==> src/rtl/elevator_pkg.sv <==
// Shared encodings for the elevator car plant: engine commands, floor
// one-hots, fault codes, half-floor positions and the two FSM state types.
package elevator_pkg;

    localparam logic [1:0] ENG_OFF  = 2'b00;
    localparam logic [1:0] ENG_UP   = 2'b10;
    localparam logic [1:0] ENG_DOWN = 2'b11;

    localparam logic [2:0] FLOOR_NONE = 3'b000;
    localparam logic [2:0] FLOOR_1    = 3'b001;
    localparam logic [2:0] FLOOR_2    = 3'b010;
    localparam logic [2:0] FLOOR_3    = 3'b100;

    localparam logic [1:0] FAULT_NONE       = 2'b00;
    localparam logic [1:0] FAULT_DOOR_CMD   = 2'b01;
    localparam logic [1:0] FAULT_OVERTRAVEL = 2'b10;
    localparam logic [1:0] FAULT_MOVE_DOOR  = 2'b11;

    // Half-floor index: even values sit level with a floor, odd are between.
    localparam logic [2:0] POS_F1 = 3'd0;
    localparam logic [2:0] POS_F2 = 3'd2;
    localparam logic [2:0] POS_F3 = 3'd4;

    typedef enum logic [1:0] {
        MOT_PARKED,
        MOT_MOVE_UP,
        MOT_MOVE_DOWN,
        MOT_FAULT
    } motion_state_t;

    typedef enum logic [1:0] {
        DOOR_CLOSED,
        DOOR_OPENING,
        DOOR_OPEN,
        DOOR_CLOSING
    } door_state_t;

    // One-hot of the floor the car is level with; zero between floors.
    function automatic logic [2:0] floor_onehot(input logic [2:0] pos);
        case (pos)
            POS_F1:  floor_onehot = FLOOR_1;
            POS_F2:  floor_onehot = FLOOR_2;
            POS_F3:  floor_onehot = FLOOR_3;
            default: floor_onehot = FLOOR_NONE;
        endcase
    endfunction

endpackage

==> src/rtl/car_door_model.sv <==
// Car door model: CLOSED/OPENING/OPEN/CLOSING with a travel timer. The
// floor the door opened at is latched so door_open stays tied to it.
module car_door_model
    import elevator_pkg::*;
#(
    parameter int DOOR_CYCLES = 4
) (
    input  logic        clk,
    input  logic        srst,
    input  logic        hold,
    input  logic        parked,
    input  logic [2:0]  floor_hot,
    input  logic [2:0]  doors,
    output door_state_t door_state,
    output logic [2:0]  door_open,
    output logic        door_closed
);
    localparam int CW = $clog2(DOOR_CYCLES);

    door_state_t   state_reg;
    logic [CW-1:0] cnt_reg;
    logic [2:0]    floor_reg;
    logic          cmd_held;
    logic          cnt_done;

    assign cmd_held = |(doors & floor_reg);
    assign cnt_done = (cnt_reg == CW'(DOOR_CYCLES - 1));

    // Door state machine; frozen entirely while hold is asserted.
    always_ff @(posedge clk) begin
        if (srst) begin
            state_reg <= DOOR_CLOSED;
            cnt_reg   <= '0;
            floor_reg <= FLOOR_NONE;
        end else if (!hold) begin
            case (state_reg)
                DOOR_CLOSED: begin
                    if (parked && floor_hot != FLOOR_NONE && doors == floor_hot) begin
                        state_reg <= DOOR_OPENING;
                        cnt_reg   <= '0;
                        floor_reg <= floor_hot;
                    end
                end
                DOOR_OPENING: begin
                    if (!cmd_held) begin
                        state_reg <= DOOR_CLOSING;
                        cnt_reg   <= '0;
                    end else if (cnt_done) begin
                        state_reg <= DOOR_OPEN;
                        cnt_reg   <= '0;
                    end else begin
                        cnt_reg <= cnt_reg + CW'(1);
                    end
                end
                DOOR_OPEN: begin
                    if (!cmd_held) begin
                        state_reg <= DOOR_CLOSING;
                        cnt_reg   <= '0;
                    end
                end
                default: begin
                    if (cmd_held) begin
                        state_reg <= DOOR_OPENING;
                        cnt_reg   <= '0;
                    end else if (cnt_done) begin
                        state_reg <= DOOR_CLOSED;
                        cnt_reg   <= '0;
                    end else begin
                        cnt_reg <= cnt_reg + CW'(1);
                    end
                end
            endcase
        end
    end

    assign door_state  = state_reg;
    assign door_open   = (state_reg == DOOR_OPEN) ? floor_reg : FLOOR_NONE;
    assign door_closed = (state_reg == DOOR_CLOSED);

endmodule

==> src/rtl/elevator_car_plant.sv <==
// Elevator car and hoistway plant: integrates engine drive into half-floor
// steps, hosts the door model and latches the first detected fault.
module elevator_car_plant
    import elevator_pkg::*;
#(
    parameter int TRAVEL_CYCLES = 8,
    parameter int DOOR_CYCLES   = 4
) (
    input  logic       CLK,
    input  logic       RST,
    input  logic [1:0] engine,
    input  logic [2:0] doors,
    output logic [2:0] floor_sensor,
    output logic [2:0] position,
    output logic [2:0] door_open,
    output logic       door_closed,
    output logic       fault,
    output logic [1:0] fault_code
);
    localparam int TW = $clog2(TRAVEL_CYCLES);

    motion_state_t motion_reg;
    logic [TW-1:0] travel_cnt_reg;
    logic [2:0]    pos_reg;
    logic          dir_down_reg;
    logic [1:0]    fault_code_reg;

    door_state_t   door_state;
    logic          eng_up, eng_down, eng_drive;
    logic [2:0]    here;
    logic          travel_done, parked, in_fault;
    logic          f_move_door, f_over, f_door_cmd, fault_now;
    logic [1:0]    fault_code_next;

    assign eng_up      = (engine == ENG_UP);
    assign eng_down    = (engine == ENG_DOWN);
    assign eng_drive   = eng_up | eng_down;
    assign here        = floor_onehot(pos_reg);
    assign travel_done = (travel_cnt_reg == TW'(TRAVEL_CYCLES - 1));
    assign parked      = (motion_reg == MOT_PARKED);
    assign in_fault    = (motion_reg == MOT_FAULT);

    // An odd position has no floor one-hot, so any door command mismatches.
    assign f_move_door = eng_drive && (door_state != DOOR_CLOSED);
    assign f_over      = travel_done && ((eng_up && pos_reg == POS_F3) ||
                                         (eng_down && pos_reg == POS_F1));
    assign f_door_cmd  = (doors != FLOOR_NONE) && ((doors != here) || !parked);
    assign fault_now   = !in_fault && (f_move_door || f_over || f_door_cmd);

    // Priority: door-open motion beats overtravel beats bad door command.
    always_comb begin
        fault_code_next = FAULT_DOOR_CMD;
        if (f_move_door)
            fault_code_next = FAULT_MOVE_DOOR;
        else if (f_over)
            fault_code_next = FAULT_OVERTRAVEL;
    end

    // Motion FSM, travel counter, position and fault latch.
    always_ff @(posedge CLK) begin
        if (RST) begin
            motion_reg     <= MOT_PARKED;
            travel_cnt_reg <= '0;
            pos_reg        <= POS_F1;
            dir_down_reg   <= 1'b0;
            fault_code_reg <= FAULT_NONE;
        end else if (!in_fault) begin
            if (fault_now) begin
                motion_reg     <= MOT_FAULT;
                fault_code_reg <= fault_code_next;
            end else if (eng_drive) begin
                motion_reg <= eng_up ? MOT_MOVE_UP : MOT_MOVE_DOWN;
                if (eng_down != dir_down_reg) begin
                    // Direction change restarts the half-floor step.
                    dir_down_reg   <= eng_down;
                    travel_cnt_reg <= '0;
                end else if (travel_done) begin
                    travel_cnt_reg <= '0;
                    pos_reg        <= eng_down ? pos_reg - 3'd1 : pos_reg + 3'd1;
                end else begin
                    travel_cnt_reg <= travel_cnt_reg + TW'(1);
                end
            end else begin
                // Stopping keeps partial travel so a resume continues the step.
                motion_reg <= MOT_PARKED;
            end
        end
    end

    car_door_model #(
        .DOOR_CYCLES(DOOR_CYCLES)
    ) u_door (
        .clk        (CLK),
        .srst       (RST),
        .hold       (in_fault | fault_now),
        .parked     (parked),
        .floor_hot  (here),
        .doors      (doors),
        .door_state (door_state),
        .door_open  (door_open),
        .door_closed(door_closed)
    );

    assign position     = pos_reg;
    assign floor_sensor = here;
    assign fault        = in_fault;
    assign fault_code   = fault_code_reg;

endmodule

==> config.mk <==
export PLATFORM = sky130hd
export DESIGN_NAME = elevator_car_plant
export DESIGN_NICKNAME = d
export VERILOG_FILES = /design/src/rtl/elevator_pkg.sv /design/src/rtl/car_door_model.sv /design/src/rtl/elevator_car_plant.sv
export SDC_FILE = /design/constraint.sdc
export NUM_CORES = 1
export LEC_CHECK = 0
export CAP_MARGIN = 20
export CORE_AREA = 2 2 54 56
export DETAILED_ROUTE_END_ITERATION = 8
export DIE_AREA = 0 0 56 58
export HOLD_SLACK_MARGIN = 0.02
export PLACE_DENSITY = 0.72
export SETUP_SLACK_MARGIN = 0.2
export SYNTH_ARGS = -nofsm -noshare
export SYNTH_HDL_FRONTEND = slang
export SYNTH_SLANG_ARGS = --single-unit
==> constraint.sdc <==
create_clock -name CLK -period 6.2 [get_ports CLK]
set_clock_uncertainty 0.05 [all_clocks]
set_input_delay 1.24 -clock CLK [delete_from_list [all_inputs] [get_ports CLK]]
set_output_delay 1.24 -clock CLK [all_outputs]
set_load 0.01 [all_outputs]
==> impl_metrics.xml, run 1 <==
<?xml version="1.0" encoding="UTF-8"?>
<metrics>
  <group name="outcome">
    <metric name="run_status" unit="">completed</metric>
  </group>
  <group name="synthesis">
    <metric name="synth.cell_area" unit="um2">1270</metric>
    <metric name="syn_nets" unit="">174</metric>
    <metric name="synth-main-ff-cell" unit="">sky130_fd_sc_hd__dfxtp_1</metric>
    <metric name="yosys.cell_types.count" unit="">42</metric>
    <metric name="number_of_enable_flip_flop_cells_after_synthesis" unit="">0</metric>
    <metric name="ys_seq_area_frac" unit="">0.284</metric>
    <metric name="post_synth_main_area_contributors" unit="">sky130_fd_sc_hd__dfxtp_1, sky130_fd_sc_hd__mux2i_1, sky130_fd_sc_hd__nand2_1</metric>
    <metric name="post_synth.cell_area_avg" unit="um2">7.97</metric>
    <metric name="synth-warning-count" unit="">0</metric>
    <metric name="synth_area_leader" unit="">sky130_fd_sc_hd__dfxtp_1</metric>
    <metric name="async_reset_ff_frac" unit="">0</metric>
    <metric name="post_synth_inst_count" unit="">159</metric>
    <metric name="yosys_top_cell_area_share" unit="">0.284</metric>
    <metric name="ys_seq_elements" unit="">18</metric>
  </group>
  <group name="clocking">
    <metric name="number_of_buffers_inserted_by_post_cts_setup_repair" unit="">0</metric>
    <metric name="clkSinkCount" unit="">18</metric>
    <metric name="clock_tree_from_tritoncts" unit="">done</metric>
    <metric name="ctsLongestPathBuffers" unit="">2</metric>
    <metric name="cts_htree_levels" unit="">1</metric>
    <metric name="clk_transition_reported_paths" unit="ns">0.10</metric>
    <metric name="hold_buffers" unit="">0</metric>
    <metric name="cts-buffers-inserted" unit="">3</metric>
    <metric name="postCtsResizedCells" unit="">0</metric>
    <metric name="clock_latency" unit="ns">0.30</metric>
    <metric name="cts.root.buffer_cell" unit="">sky130_fd_sc_hd__clkbuf_4</metric>
  </group>
  <group name="global_route">
    <metric name="gr_util_all_layers" unit="">0.195</metric>
    <metric name="grt_max_degree" unit="">17</metric>
    <metric name="gr-total-overflow" unit="">0</metric>
    <metric name="grt_antenna_before_repair" unit="">0</metric>
    <metric name="grt_pass1_vias" unit="">1142</metric>
    <metric name="grt_pass1_wl" unit="mm">4.95</metric>
  </group>
  <group name="timing">
    <metric name="fin_setup_tns" unit="ns">0</metric>
    <metric name="report.final.slew_viol_count" unit="">0</metric>
    <metric name="final_hold_violations" unit="">0</metric>
    <metric name="tightest_slew" unit="ns">0.753</metric>
    <metric name="rsz0062_at_grt" unit="">false</metric>
    <metric name="layout_min_cycle_time" unit="ns">3.43</metric>
    <metric name="achievable_freq" unit="MHz">291</metric>
    <metric name="post-route-period-util" unit="">0.554</metric>
    <metric name="relSlewSlack" unit="">0.498</metric>
    <metric name="final-setup-viol-count" unit="">0</metric>
  </group>
  <group name="critical_path">
    <metric name="type_of_the_worst_setup_path" unit="">input pin to flop</metric>
    <metric name="cp.buffers_inverters" unit="">1</metric>
    <metric name="end_kind" unit="">flop</metric>
    <metric name="timing.critical_path.slowest_stage_cell" unit="">sky130_fd_sc_hd__a222oi_1</metric>
    <metric name="timing.critical_path.cells" unit="">clkdlybuf4s50_1 &gt; a222oi_1 &gt; o32a_2 &gt; nand2_1 &gt; nor3_2 &gt; mux2_1</metric>
    <metric name="worstPathArrival" unit="ns">3.58</metric>
    <metric name="worstSetupStartpointType" unit="">input pin</metric>
    <metric name="cells_on_worst_reg2reg_path" unit="">5</metric>
    <metric name="rr_startpoint" unit="">position[1]</metric>
    <metric name="startpoint" unit="">doors[1]</metric>
    <metric name="highest_cell_delay_on_the_worst_timing_path" unit="ns">0.73</metric>
    <metric name="critical-path-top-delay-family" unit="">compound AO/OA/AOI/OAI gates</metric>
    <metric name="timing.critical_path.depth" unit="">6</metric>
    <metric name="ff2ff_setup_slack" unit="ns">3.89</metric>
    <metric name="worstPathMaxFanout" unit="">12</metric>
    <metric name="worst-endpoint-required" unit="ns">6.34</metric>
  </group>
  <group name="routing">
    <metric name="first_pass_iters" unit="">4</metric>
    <metric name="via_per_inst" unit="">5.75</metric>
    <metric name="detailroute.via_count" unit="">1184</metric>
    <metric name="routed_wl" unit="mm">2.85</metric>
    <metric name="ant_nets" unit="">0</metric>
    <metric name="wl_per_cell" unit="um">13.8</metric>
    <metric name="route.detailed.drc" unit="">0</metric>
    <metric name="first_iter_violations" unit="">26</metric>
  </group>
  <group name="die">
    <metric name="die_x" unit="um">56</metric>
    <metric name="die_height" unit="um">58</metric>
    <metric name="dieArea" unit="um2">3250</metric>
    <metric name="floorplan.io_pins" unit="">20</metric>
    <metric name="fp-row-count" unit="">19</metric>
    <metric name="core-area" unit="um2">2660</metric>
    <metric name="initial_utilization" unit="">0.476</metric>
  </group>
  <group name="final_layout">
    <metric name="layout-drive-gt1-share" unit="">0.0800</metric>
    <metric name="register_area" unit="um2">360</metric>
    <metric name="final_cell_mix" unit="">sky130_fd_sc_hd__nand2_1, sky130_fd_sc_hd__clkdlybuf4s50_1, sky130_fd_sc_hd__dfxtp_1</metric>
    <metric name="num_antenna_cells" unit="">0</metric>
    <metric name="finish.instance_area" unit="um2">1500</metric>
    <metric name="fill_count" unit="">249</metric>
    <metric name="final_nets" unit="">191</metric>
    <metric name="area_growth_syn_to_layout" unit="%">18.3</metric>
    <metric name="multi_input_area" unit="um2">840</metric>
    <metric name="layout.cells.most_common" unit="">sky130_fd_sc_hd__nand2_1</metric>
  </group>
  <group name="flow_run">
    <metric name="max-cap-violations" unit="">0</metric>
  </group>
  <group name="placed_design">
    <metric name="dpl_cell_area" unit="um2">1460</metric>
    <metric name="portBuffers" unit="">19</metric>
    <metric name="detailed_place_hpwl" unit="mm">2.14</metric>
    <metric name="globalplace.congestion" unit="">0.859</metric>
  </group>
  <group name="min_path">
    <metric name="hold-path-cell-count" unit="">2</metric>
    <metric name="worst_hold_path_type" unit="">flop to flop</metric>
    <metric name="hold_start" unit="">travel_cnt_reg[1]</metric>
  </group>
  <group name="pwr">
    <metric name="power.density" unit="nW/um2">154</metric>
    <metric name="power.ir.vdd_worst" unit="mV">0.139</metric>
    <metric name="total_leakage_power" unit="uW">0.000562</metric>
  </group>
</metrics>
[power by group]
group / switching [uW] / internal (uW)
clock: 37.8 / 35.8
sequential: 2.06 / 118
combinational: 20.7 / 15.9
total: 60.5 / 170
[layer usage]
layer	up-vias	share of wire	track usage
li1	600	-	-
met1	556	0.46	0.235
met2	22	0.48	0.329
met3	6	0.030	0.0313
met4	0	0.027	0.112
met5	-	0	0
[stage by stage]
step / cells / setup slack (ns) / utilization / power [uW] / hold WS [ns]
2_1_floorplan: 159 / 3.15 / - / 147 / 0.388
3_3_place_gp: 202 / 2.56 / 0.549 / 158 / 0.398
3_5_place_dp: 202 / 2.48 / 0.549 / 159 / 0.415
4_1_cts: 206 / 2.79 / 0.563 / 235 / 0.431
5_1_grt: 206 / 2.62 / 0.563 / 242 / 0.439
6_report: 206 / 2.77 / 0.563 / 231 / 0.427
[path summary, 6_finish.rpt]
path	end
setup / recovery	u_door.door_state[0]
hold / removal	travel_cnt_reg[1]
setup reg to reg	position[2]
hold reg to reg	travel_cnt_reg[1]
[layout make-up]
type | instances | area share
repair buffers | 19 | 0.127
flip-flops and latches | 18 | 0.240
clock buffers | 4 | 0.0242
well taps | 31 | 0.0259
inverters | 9 | 0.0225
multi-input cells | 125 | 0.560
[cells by family (layout without fill, tap and decap cells)]
kind of cell / count (synthesis) / count (layout) / synth area share
AOI/OAI and AO/OA: 27 / 27 / 0.146
xor gates and xnor gates: 4 / 4 / 0.0276
adders and majority gates: 8 / 8 / 0.0849
buffers and inverters: 16 / 32 / 0.0533
DFF: 18 / 18 / 0.284
muxes: 14 / 14 / 0.115
and+or+nand+nor: 72 / 72 / 0.289
[cell usage after synthesis, types with 2 or more instances]
library cell,instances
sky130_fd_sc_hd__nand2_1,24
sky130_fd_sc_hd__dfxtp_1,18
sky130_fd_sc_hd__nor2_1,15
sky130_fd_sc_hd__mux2i_1,10
sky130_fd_sc_hd__inv_1,9
sky130_fd_sc_hd__nor3_1,8
sky130_fd_sc_hd__ha_1,7
sky130_fd_sc_hd__a21oi_1,6
sky130_fd_sc_hd__clkbuf_1,6
sky130_fd_sc_hd__o21ai_0,6
sky130_fd_sc_hd__a211oi_1,5
sky130_fd_sc_hd__and2_1,3
sky130_fd_sc_hd__mux2_2,3
sky130_fd_sc_hd__nand2b_1,3
sky130_fd_sc_hd__nor2b_1,3
sky130_fd_sc_hd__or4_1,3
sky130_fd_sc_hd__xnor2_1,3
sky130_fd_sc_hd__nor3_2,2
sky130_fd_sc_hd__nor4b_1,2
[worst register-to-register path, cell delays in order (launching register included)]
cell and delay, ns:
sky130_fd_sc_hd__dfxtp_1 0.61, sky130_fd_sc_hd__mux2_2 0.40, sky130_fd_sc_hd__o32ai_1 0.25, sky130_fd_sc_hd__a21oi_1 0.24, sky130_fd_sc_hd__or4_1 0.55, sky130_fd_sc_hd__a21oi_1 0.15
No activity file was read; power rests on OpenSTA's default activity.
==> run 2, diff against run 1 <==
==> constraint.sdc (replaced) <==
create_clock -name CLK -period 3.6 [get_ports CLK]
set_clock_uncertainty 0.05 [all_clocks]
set_input_delay 0.72 -clock CLK [delete_from_list [all_inputs] [get_ports CLK]]
set_output_delay 0.72 -clock CLK [all_outputs]
set_load 0.01 [all_outputs]
==> run 2 against run 1 <==
First-iteration DRC count up 54%. Setup slack worse by 1.9 ns. Non-clock buffer count up 1. Via count down 0.34%. Register-to-register slack worse by 2.6 ns. Global-route usage up 0.51 points. Sequential power up 73%. Worst hold slack about the same. Combinational power up 74%. Cell count up 0.49%. Core utilization up 0.28 points. Critical path depth down 3. Critical path type is now flop to primary output. Highest routed layer unchanged.
==> impl_metrics.xml, run 2 (synthesized netlist as in run 1, its figures left out) <==
<?xml version="1.0" encoding="UTF-8"?>
<metrics>
  <group name="global_route">
    <metric name="grt_max_degree" unit="">17</metric>
    <metric name="grt_pass1_vias" unit="">1135</metric>
    <metric name="grt_antenna_before_repair" unit="">0</metric>
    <metric name="gr_util_all_layers" unit="">0.200</metric>
    <metric name="grt_pass1_wl" unit="mm">5.13</metric>
    <metric name="gr-total-overflow" unit="">0</metric>
  </group>
  <group name="pwr">
    <metric name="share_seq_of_total_power" unit="">0.521</metric>
    <metric name="power" unit="uW">399</metric>
    <metric name="power.density" unit="nW/um2">265</metric>
    <metric name="power.ir.vdd_worst" unit="mV">0.202</metric>
    <metric name="total_leakage_power" unit="uW">0.000567</metric>
    <metric name="power.share.combinational" unit="">0.160</metric>
    <metric name="p_sw_frac" unit="">0.265</metric>
    <metric name="internal_power" unit="uW">293</metric>
    <metric name="power.net_switching" unit="uW">106</metric>
    <metric name="power.share.clock" unit="">0.319</metric>
  </group>
  <group name="clocking">
    <metric name="clock_tree_from_tritoncts" unit="">done</metric>
    <metric name="number_of_buffers_inserted_by_post_cts_setup_repair" unit="">0</metric>
    <metric name="postCtsResizedCells" unit="">0</metric>
    <metric name="cts.root.buffer_cell" unit="">sky130_fd_sc_hd__clkbuf_4</metric>
    <metric name="clock_latency" unit="ns">0.29</metric>
    <metric name="clkSinkCount" unit="">18</metric>
    <metric name="hold_buffers" unit="">0</metric>
    <metric name="cts_htree_levels" unit="">1</metric>
    <metric name="ctsLongestPathBuffers" unit="">2</metric>
    <metric name="cts-buffers-inserted" unit="">3</metric>
    <metric name="clk_transition_reported_paths" unit="ns">0.11</metric>
  </group>
  <group name="final_layout">
    <metric name="multi_input_area" unit="um2">840</metric>
    <metric name="fill_count" unit="">252</metric>
    <metric name="register_area" unit="um2">360</metric>
    <metric name="area_growth_syn_to_layout" unit="%">18.9</metric>
    <metric name="num_antenna_cells" unit="">0</metric>
    <metric name="layout-drive-gt1-share" unit="">0.0852</metric>
    <metric name="layout.cells.most_common" unit="">sky130_fd_sc_hd__nand2_1</metric>
    <metric name="final_nets" unit="">192</metric>
    <metric name="final_cell_mix" unit="">sky130_fd_sc_hd__nand2_1, sky130_fd_sc_hd__clkdlybuf4s50_1, sky130_fd_sc_hd__dfxtp_1</metric>
    <metric name="instances_no_fill" unit="">207</metric>
    <metric name="finalCoreUtilization" unit="">0.566</metric>
  </group>
  <group name="die">
    <metric name="core-area" unit="um2">2660</metric>
    <metric name="initial_utilization" unit="">0.476</metric>
    <metric name="die_height" unit="um">58</metric>
    <metric name="die_x" unit="um">56</metric>
    <metric name="floorplan.io_pins" unit="">20</metric>
    <metric name="fp-row-count" unit="">19</metric>
    <metric name="dieArea" unit="um2">3250</metric>
  </group>
  <group name="flow_run">
    <metric name="max-cap-violations" unit="">0</metric>
  </group>
  <group name="timing">
    <metric name="post-route-period-util" unit="">0.761</metric>
    <metric name="achievable_freq" unit="MHz">365</metric>
    <metric name="final_hold_violations" unit="">0</metric>
    <metric name="relSlewSlack" unit="">0.636</metric>
    <metric name="timing.hold.ws" unit="ns">0.428</metric>
    <metric name="tightest_slew" unit="ns">0.544</metric>
    <metric name="layout_min_cycle_time" unit="ns">2.74</metric>
    <metric name="final-setup-viol-count" unit="">0</metric>
    <metric name="rsz0062_at_grt" unit="">false</metric>
    <metric name="fin_setup_tns" unit="ns">0</metric>
    <metric name="report.final.slew_viol_count" unit="">0</metric>
  </group>
  <group name="critical_path">
    <metric name="end_kind" unit="">primary output</metric>
    <metric name="worstPathMaxFanout" unit="">14</metric>
    <metric name="worstPathArrival" unit="ns">1.97</metric>
    <metric name="type_of_the_worst_setup_path" unit="">flop to primary output</metric>
    <metric name="worstSetupStartpointType" unit="">flop</metric>
    <metric name="worst-endpoint-required" unit="ns">2.83</metric>
  </group>
  <group name="routing">
    <metric name="wl_per_cell" unit="um">14.1</metric>
    <metric name="first_pass_iters" unit="">4</metric>
    <metric name="ant_nets" unit="">0</metric>
    <metric name="detailroute.via_count" unit="">1180</metric>
    <metric name="via_per_inst" unit="">5.70</metric>
    <metric name="first_iter_violations" unit="">40</metric>
    <metric name="route.detailed.drc" unit="">0</metric>
    <metric name="routed_wl" unit="mm">2.93</metric>
  </group>
  <group name="placed_design">
    <metric name="dp_cells" unit="">203</metric>
    <metric name="globalplace.congestion" unit="">0.854</metric>
    <metric name="detailed_place_hpwl" unit="mm">2.21</metric>
    <metric name="portBuffers" unit="">19</metric>
  </group>
  <group name="min_path">
    <metric name="worst_hold_path_type" unit="">flop to flop</metric>
  </group>
  <group name="outcome">
    <metric name="run_status" unit="">completed</metric>
  </group>
</metrics>
run 2: worst paths after layout:
kind | start | endpoint | slack (ns) | cells after the start
worst max-delay path | position[1] | floor_sensor[1] | 0.86 | 3
worst min-delay path | travel_cnt_reg[1] | travel_cnt_reg[1] | 0.43 | 2
worst max register to register | travel_cnt_reg[0] | position[2] | 1.27 | 7
worst min register to register | travel_cnt_reg[1] | travel_cnt_reg[1] | 0.43 | 2
run 2: area by class of cell:
type | instances | share of cell area
Timing Repair Buffer | 20 | 0.131
Sequential cell | 18 | 0.239
Tap cell | 31 | 0.0257
Inverter | 9 | 0.0224
Clock buffer | 4 | 0.0241
Multi-Input combinational cell | 125 | 0.557
run 2: layer usage:
layer  GRT usage  up-vias  wire length [um]
li1            -      600                 -
met1       0.242      547              1360
met2       0.356       29              1410
met3      0.0335        4               120
met4      0.0748        0                31
met5           0        -                 0
run 2: through the flow:
stage / setup WS (ns) / area, um2
after floorplan: 1.07 / 1270
after global placement: 0.725 / 1470
after global routing: 0.703 / 1510
after CTS: 0.848 / 1510
after detailed placement: 0.639 / 1470
final: 0.859 / 1510
run 2: power groups by stage:
stage	clock network (uW)	logic [uW]	registers, uW
floorplan	0	40.6	212
global placement	0	61.3	212
detailed placement	0	63.0	212
CTS	131	63.8	208
global route	139	70.8	208
finish	127	63.8	208
run 2: worst max-delay path: stages, from the launching register on:
cell                              delay (ns)
sky130_fd_sc_hd__dfxtp_1                0.62
sky130_fd_sc_hd__inv_1                  0.17
sky130_fd_sc_hd__nor3_1                 0.29
sky130_fd_sc_hd__clkdlybuf4s50_1        0.60
